<file path="src/rtl/flappy_pkg.sv">
// Shared types and helpers for the Flappy Bird vertical-motion stage.
package flappy_pkg;

  typedef enum logic [1:0] {IDLE, FLY, DEAD} bird_state_t;

  localparam int ROWS = 8;

  function automatic logic [ROWS-1:0] onehot8(logic [2:0] p);
    logic [ROWS-1:0] one;
    one = {{(ROWS-1){1'b0}}, 1'b1};
    return one << p;
  endfunction

endpackage

</file>
<file path="src/rtl/gravity_tick.sv">
// Gravity step timer: counts 0..DIV-1 while enabled and pulses tick on the last count.
module gravity_tick #(
  parameter int DIV = 25_000_000
) (
  input  logic clock,
  input  logic reset,
  input  logic en,
  input  logic clr,
  output logic tick
);

  localparam int W = (DIV > 1) ? $clog2(DIV) : 1;
  localparam logic [W-1:0] LAST = W'(DIV - 1);

  logic [W-1:0] count;

  always_ff @(posedge clock) begin
    if (reset || clr) begin
      count <= '0;
    end else if (en) begin
      count <= (count == LAST) ? '0 : count + W'(1);
    end
  end

  assign tick = en & (count == LAST);

endmodule

</file>
<file path="src/rtl/bird_position.sv">
// Bird vertical position FSM: flap edge detect, gravity falls and ground/ceiling hits.
// Optional build macro CEILING_KILL_EN: a flap that would overshoot row 7 ends the game.
module bird_position
  import flappy_pkg::*;
#(
  parameter int TICK_DIV    = 25_000_000,
  parameter int FLAP_HEIGHT = 2,
  parameter int START_ROW   = 4
) (
  input  logic            clock,
  input  logic            reset,
  input  logic            flap,
  input  logic            freeze,
  output logic [ROWS-1:0] row,
  output logic            groundOut,
  output logic            playing
);

  localparam logic [2:0] START_POS = 3'(START_ROW);
  localparam logic [3:0] FLAP_INC  = 4'(FLAP_HEIGHT);

  bird_state_t state, state_next;
  logic [2:0]  pos, pos_next, flap_pos;
  logic [3:0]  flap_sum;
  logic        ground_next;
  logic        flap_q, flap_edge;
  logic        fly, cnt_clr, tick;

  assign flap_edge = flap & ~flap_q;
  assign fly       = (state == FLY);
  // bit 3 of the sum flags an overshoot past the top row
  assign flap_sum  = {1'b0, pos} + FLAP_INC;
  assign flap_pos  = flap_sum[3] ? 3'd7 : flap_sum[2:0];
  assign cnt_clr   = (state == IDLE) || (fly && flap_edge);

  gravity_tick #(.DIV(TICK_DIV)) u_gravity (
    .clock (clock),
    .reset (reset),
    .en    (fly),
    .clr   (cnt_clr),
    .tick  (tick)
  );

  always_comb begin
    state_next  = state;
    pos_next    = pos;
    ground_next = groundOut;
    case (state)
      IDLE: begin
        if (freeze)         state_next = DEAD;
        else if (flap_edge) state_next = FLY;
      end
      FLY: begin
        if (freeze) begin
          state_next = DEAD;
        end else if (flap_edge) begin
`ifdef CEILING_KILL_EN
          if (flap_sum[3]) begin
            pos_next    = 3'd7;
            ground_next = 1'b1;
            state_next  = DEAD;
          end else begin
            pos_next = flap_pos;
          end
`else
          pos_next = flap_pos;
`endif
        end else if (tick) begin
          if (pos == 3'd0) begin
            ground_next = 1'b1;
            state_next  = DEAD;
          end else begin
            pos_next = pos - 3'd1;
          end
        end
      end
      DEAD:    ;
      default: state_next = IDLE;
    endcase
  end

  always_ff @(posedge clock) begin
    if (reset) begin
      state     <= IDLE;
      pos       <= START_POS;
      row       <= onehot8(START_POS);
      groundOut <= 1'b0;
      playing   <= 1'b0;
      flap_q    <= 1'b0;
    end else begin
      state     <= state_next;
      pos       <= pos_next;
      row       <= onehot8(pos_next);
      groundOut <= ground_next;
      playing   <= (state_next == FLY);
      flap_q    <= flap;
    end
  end

endmodule

</file>
<file path="config.mk">
export PLATFORM = sky130hd
export DESIGN_NAME = bird_position
export DESIGN_NICKNAME = d
export VERILOG_FILES = /design/src/rtl/flappy_pkg.sv /design/src/rtl/gravity_tick.sv /design/src/rtl/bird_position.sv
export SDC_FILE = /design/constraint.sdc
export NUM_CORES = 1
export LEC_CHECK = 0
export BUFFER_PORTS_ARGS = -buffer_cell sky130_fd_sc_hd__buf_4
export CELL_PAD_IN_SITES_DETAIL_PLACEMENT = 1
export CELL_PAD_IN_SITES_GLOBAL_PLACEMENT = 1
export CORE_MARGIN = 4
export CORE_UTILIZATION = 46
export CTS_CLUSTER_SIZE = 10
export DETAILED_ROUTE_END_ITERATION = 8
export PLACE_DENSITY_LB_ADDON = 0.1
export SYNTH_ARGS = -nofsm -noshare
export SYNTH_HDL_FRONTEND = slang
export SYNTH_SLANG_ARGS = --single-unit
</file>
<file path="constraint.sdc">
create_clock -name clock -period 2.3 [get_ports clock]
set_input_delay 0.46 -clock clock [delete_from_list [all_inputs] [get_ports clock]]
set_output_delay 0.46 -clock clock [all_outputs]
set_load 0.1 [all_outputs]
</file>
Word level (Yosys, flattened, before mapping)

Cells that the tools add are included.

Output and inout bits: 10
Bits of input ports: 4
Register bits: 41
Word-level logic and storage cells: 40

Reductions and logical operators: 6
Add/sub/neg operators: 3
Shift-type cells: 1
Muxes and demuxes: 14
Eq/ne operators: 4
Bitwise gates (word level): 5

Operator list:

| kind                                             | count |
|---|---|
| adder 25 x 1 -> 25 bit, second input constant    | 1 |
| == test 25 bit, second input constant            | 1 |
| two-way mux 25 bit                               | 1 |
| two-way mux 3 bit                                | 6 |
| two-way mux 2 bit                                | 6 |
| left shift 1 x 3 -> 8 bit, first input constant  | 1 |
| case mux 2 bit (3 select lines)                  | 1 |
| AND reduction 5 bit                              | 1 |
| adder 3 x 2 -> 4 bit, second input constant      | 1 |
| == test 2 x 1 -> 1 bit, second input constant    | 2 |
| zero test 3 bit                                  | 1 |
| NOT 1 bit                                        | 3 |
| subtractor 3 x 1 -> 3 bit, second input constant | 1 |
| AND 1 bit                                        | 2 |
| == test 2 bit, second input constant             | 1 |
| zero test 2 bit                                  | 1 |
| logical OR 1 bit                                 | 2 |
| logical AND 1 bit                                | 1 |

Logic depth before layout (Yosys ltp)

Word-level depth: 7
Gate-level depth with buffers: 8
Depth with buffers taken out: 7

Hierarchy

From an unflattened synthesis, not the netlist that was laid out.

Cell total of the unflattened synthesis: 209
Area total of the unflattened synthesis: 1,859.3 um^2

Modules (own cells, without submodules):

| module        | area each (um^2) | sequential area each (um^2) | instances | cells each |
|---|---|---|---|---|
| gravity_tick  | 1,177.4          | 500.5                       | 1         | 138 |
| bird_position | 681.9            | 320.3                       | 1         | 71 |

Least setup slack after synthesis

No wires, ideal clock.

Path kind: register to register
From: register pos[1]
To: register row[0]
Slack: 441 ps
Arrival time: 1,742 ps
Library setup time: 117 ps
Cell stages (with the launch flop): 8
Buffers on the path: 0
Clock period less this slack: 1,859 ps
Path through: dfxtp_1 -> inv_1 -> ha_1 -> nor2b_1 -> nor3b_4 -> nand4bb_4 -> mux2_4 -> and4_2

Cells in the longest elaborated chain, start to end: 7
Elaborated cells between the ends (all ways): 10
Those cells by class: 2 x add/sub; 1 x shift; 6 x mux; 1 x reduce/logical

RTL lines:

| what                                                                | line                                     | text |
|---|---|---|
| start, declared                                                     | bird_position.sv:23                      | `logic [2:0] pos, pos_next, flap_pos;` |
| start signal, assigned                                              | bird_position.sv:92                      | `pos <= pos_next;` |
| subtractor 3 x 1 -> 3 bit / zero test 3 bit (equally long branches) | bird_position.sv:73, bird_position.sv:69 |  |
| two-way mux 3 bit                                                   | bird_position.sv:69                      | `if (pos == 3'd0) begin` |
| two-way mux 3 bit                                                   | bird_position.sv:68                      | `end else if (tick) begin` |
| two-way mux 3 bit                                                   | bird_position.sv:56                      | `end else if (flap_edge) begin` |
| two-way mux 3 bit                                                   | bird_position.sv:54                      | `if (freeze) begin` |
| two-way mux 3 bit *                                                 | bird_position.sv:48                      | `case (state)` |
| left shift 1 x 3 -> 8 bit *                                         | flappy_pkg.sv:11                         | `return one << p;` |
| end signal, assigned                                                | bird_position.sv:86                      | `row <= onehot8(START_POS);` |
| end signal, assigned                                                | bird_position.sv:93                      | `row <= onehot8(pos_next);` |
| end, declared                                                       | bird_position.sv:14                      | `output logic [ROWS-1:0] row,` |

Mark *: on every way between the ends. The rest lies on a longest branch, timed or not.
A chain may end at the register's enable or synchronous reset.

Final worst setup path

From: register u_gravity.count[0]
To: register u_gravity.count[20]

Cells in the longest elaborated chain, start to end: 2
Elaborated cells between the ends (all ways): 3
Those cells by class: 1 x add/sub; 1 x eq/ne; 1 x mux

RTL lines:

| what                                                            | line               | text |
|---|---|---|
| start, declared                                                 | gravity_tick.sv:15 | `logic [W-1:0] count;` |
| start signal, assigned                                          | gravity_tick.sv:21 | `count <= (count == LAST) ? '0 : count + W'(1);` |
| adder 25 x 1 -> 25 bit / == test 25 bit (equally long branches) | gravity_tick.sv:21 |  |
| two-way mux 25 bit *                                            | gravity_tick.sv:21 |  |

Marked as above.

==> reports/metrics.cfg <==
[logic_synthesis]
avgSynthCellArea_um2=9.54
yosys.area.top_type=dfxtp_1
synth_seq_cells=41
ys.flop_type=dfxtp_1
synth_edf_count=0
yosys.area.top_type_share_pct=42.6
ys_types=47
ys_seq_area_share_pct=42.6
ys_warn_count=0
synthCells=202
synthArstFlopShare_pct=0
netlist_area_um2=1930
synth_nets=209
synth_area_leaders=dfxtp_1 43%, xnor2_1 8.2%, nor2_1 6.4%

[clock_network]
postCtsSetupBuffers=0
path_clk_slew_ns=0.09
clock-sinks=41
clk_latency_ns=0.29
cts_max_path_buffers=2
ctsHtreeMaxLevel=2
cts_root_buf=clkbuf_8
numCtsBuffers=5
cts_tree=built

[global_route]
grt_overflow=0
use_met2_pct=32.4
grt_max_degree=26
antenna_found_initial=0
busiest_layer=met2
grt.met3_usage_pct=3.72
grt.met1_usage_pct=20.7
grt_usage_pct=17.7
grt_pass1_vias=1579
grt_pass1_wl_mm=7.44

[detailed_routing]
wire_per_inst_um=15.3
routed_wl_mm=4.19
num_vias=1531
drtIter0Drc=56
firstDrtPassIters=4
via_per_inst=5.61
drc=0
ant_nets=0

[timing]
setup_viol=0
period_needed_ns=2.07
maxSlewViolCount=0
setup_slack_ns=0.226
rsz0062_at_grt=false
max_freq_ghz=0.482
maxSlewHeadroom_pct=58.4
setup-tns-final_ns=0
worst_pin_slew_ns=0.622
finalHoldViolations=0
finalCritPeriodShare_pct=90.2
skew_ns=0.00774

[critical_path]
path_buf_inv=0
cp_max_fo=7
cpPeakStageDelay_ns=0.73
critPathLaunchType=register
reg2reg_to=u_gravity.count[20]$_SDFFE_PP0N_
required_ns=2.50
crit_chain=ha_1 > nand4b_1 > or4b_1 > nor3_1 > xnor2_1 > nor2_1
rr_worst_depth=6
crit_arrival_ns=2.27
critPathKind=reg -> reg
critical_path.top_delay_family=simple AND/OR/NAND/NOR gates
critPathSlowestCell=or4b_1
ff2ff_setup_slack_ns=0.23
timing.rr.start=u_gravity.count[0]$_SDFFE_PP0N_
cp-end-kind=register

[pwr]
p_sw_share_pct=20.3
pwr-share-comb_pct=3.6
ir_worst_vdd_mv=0.262
p_seq_share_pct=48.7
switchingPower_w=0.000299
p_leak_nw=0.807
clockPowerShare_pct=47.7
powerDensity_nw_per_um2=652
internal_power_w=0.00117
p_total_w=0.00147

[floorplanning]
start_util_pct=47.8
die_area_um2=5290
fp.dieH_um=72.7
num_rows=23
dieWidth_um=72.7
io_pins=14
core_area_um2=4030

[worst_hold_path]
hold_path_end=state[0]$_SDFF_PP0_
min_from=freeze
hp-class=in -> reg
holdPathStages=2

[layout]
final_cells=273
antenna-diode-count=0
fill_cells=466
multi_input_area_um2=1050
ff_latch_area_um2=821
drive_above_1_share_pct=19.3
syn2layout_area_growth_pct=16.9
nets=229

[placement]
dp.cells=265
place_congestion=0.779
port_buffers=13
dp_slack_ns=0.182
hpwl_mm=3.03

[run]
maxCapViolCount=0

[run_status]
outcome=finished, final reports clean

power groups by stage:
stage	Combinational [W]	Clock [W]	Sequential, W
after floorplan	0.0000275	0	0.000738
after global placement	0.0000516	0	0.000732
after detailed placement	0.0000533	0	0.000732
after CTS	0.0000536	0.000714	0.000716
after global routing	0.0000584	0.000746	0.000716
final	0.0000528	0.000700	0.000715
worst max-delay path by stage:
stage | cells past startpoint | slack [ns] | end | startpoint
3_5_place_dp | 6 | 0.18 | row[1]$_SDFF_PP0_ | flap
3_3_place_gp | 6 | 0.28 | row[0]$_SDFF_PP0_ | flap
4_1_cts | 7 | 0.24 | row[5]$_SDFF_PP0_ | pos[1]$_SDFF_PP0_
2_1_floorplan | 7 | 0.44 | row[0]$_SDFF_PP0_ | pos[1]$_SDFF_PP0_
5_1_grt | 6 | 0.04 | row[4]$_SDFF_PP1_ | u_gravity.count[0]$_SDFFE_PP0N_
6_report | 6 | 0.23 | u_gravity.count[20]$_SDFFE_PP0N_ | u_gravity.count[0]$_SDFFE_PP0N_
layer usage:
layer / share of wire (%) / up-vias
li1: - / 754
met1: 44 / 761
met2: 53 / 14
met3: 2.5 / 2
met4: 0.53 / 0
met5: 0 / -
through the flow:
| step | hold WS, ns | util (%) | area (µm²) |
|---|---|---|---|
| after global routing | 0.374 | 55.9 | 2250 |
| after floorplan | 0.477 | - | 1930 |
| final | 0.381 | 55.9 | 2250 |
| after global placement | 0.453 | 52.3 | 2110 |
| after CTS | 0.373 | 55.7 | 2250 |
| after detailed placement | 0.493 | 52.3 | 2110 |
state kept, by name (all words and copies together), names as in the netlist:
name	flops
pos	3
row	8
state	2
flap_q	1
groundOut	1
u_gravity.count	25
playing	1
cell usage in the layout (no fill, tap or decap), types with 3 or more instances in the layout:
cell / instances
clkbuf_8: 5
dfxtp_1: 41
nand2_1: 8
nor4_1: 4
xnor2_1: 18
and3_1: 3
buf_4: 17
nor3_1: 5
inv_1: 8
nor2b_1: 4
nor2_1: 33
ha_1: 3
nand3_1: 10
nor4_2: 3
and4_1: 5
a211oi_1: 4
nor3b_4: 3
xor2_1: 6
nand4_1: 4
cells in the mapped netlist (3+ instances only):
master and instances:
a211oi_1 4, and3_1 3, and4_1 5, dfxtp_1 41
ha_1 3, inv_1 8, nand2_1 8, nand3_1 10
nand4_1 4, nor2_1 33, nor2b_1 4, nor3_1 5
nor3b_4 3, nor4_1 5, xnor2_1 18, xor2_1 6
kinds of logic (layout without fill, tap and decap cells):
family | count (synthesis) | after routing | share of synthesized area, %
simple gates | 98 | 98 | 31.7
flops | 41 | 41 | 42.6
xor+xnor | 24 | 24 | 10.9
compound gates | 19 | 19 | 7.40
buf+inv | 13 | 34 | 3.05
mux | 4 | 4 | 2.40
fa+ha+maj | 3 | 3 | 1.95
cell type report:
| cell class | instances | share of cell area [%] |
|---|---|---|
| repair buffers | 18 | 6.56 |
| flip-flops and latches | 41 | 36.4 |
| clock buffers | 5 | 3.06 |
| clock inverters | 3 | 3.06 |
| multi-input cells | 148 | 46.8 |
| well taps | 50 | 2.78 |
| inverters | 8 | 1.33 |
repair_timing:
| item | in CTS | in global routing |
|---|---|---|
| setup endpoints to repair | 0 | 1 |
| hold buffers | 0 | 0 |
| resized for setup | 0 | 1 |
(Power assumes the default switching activity.)
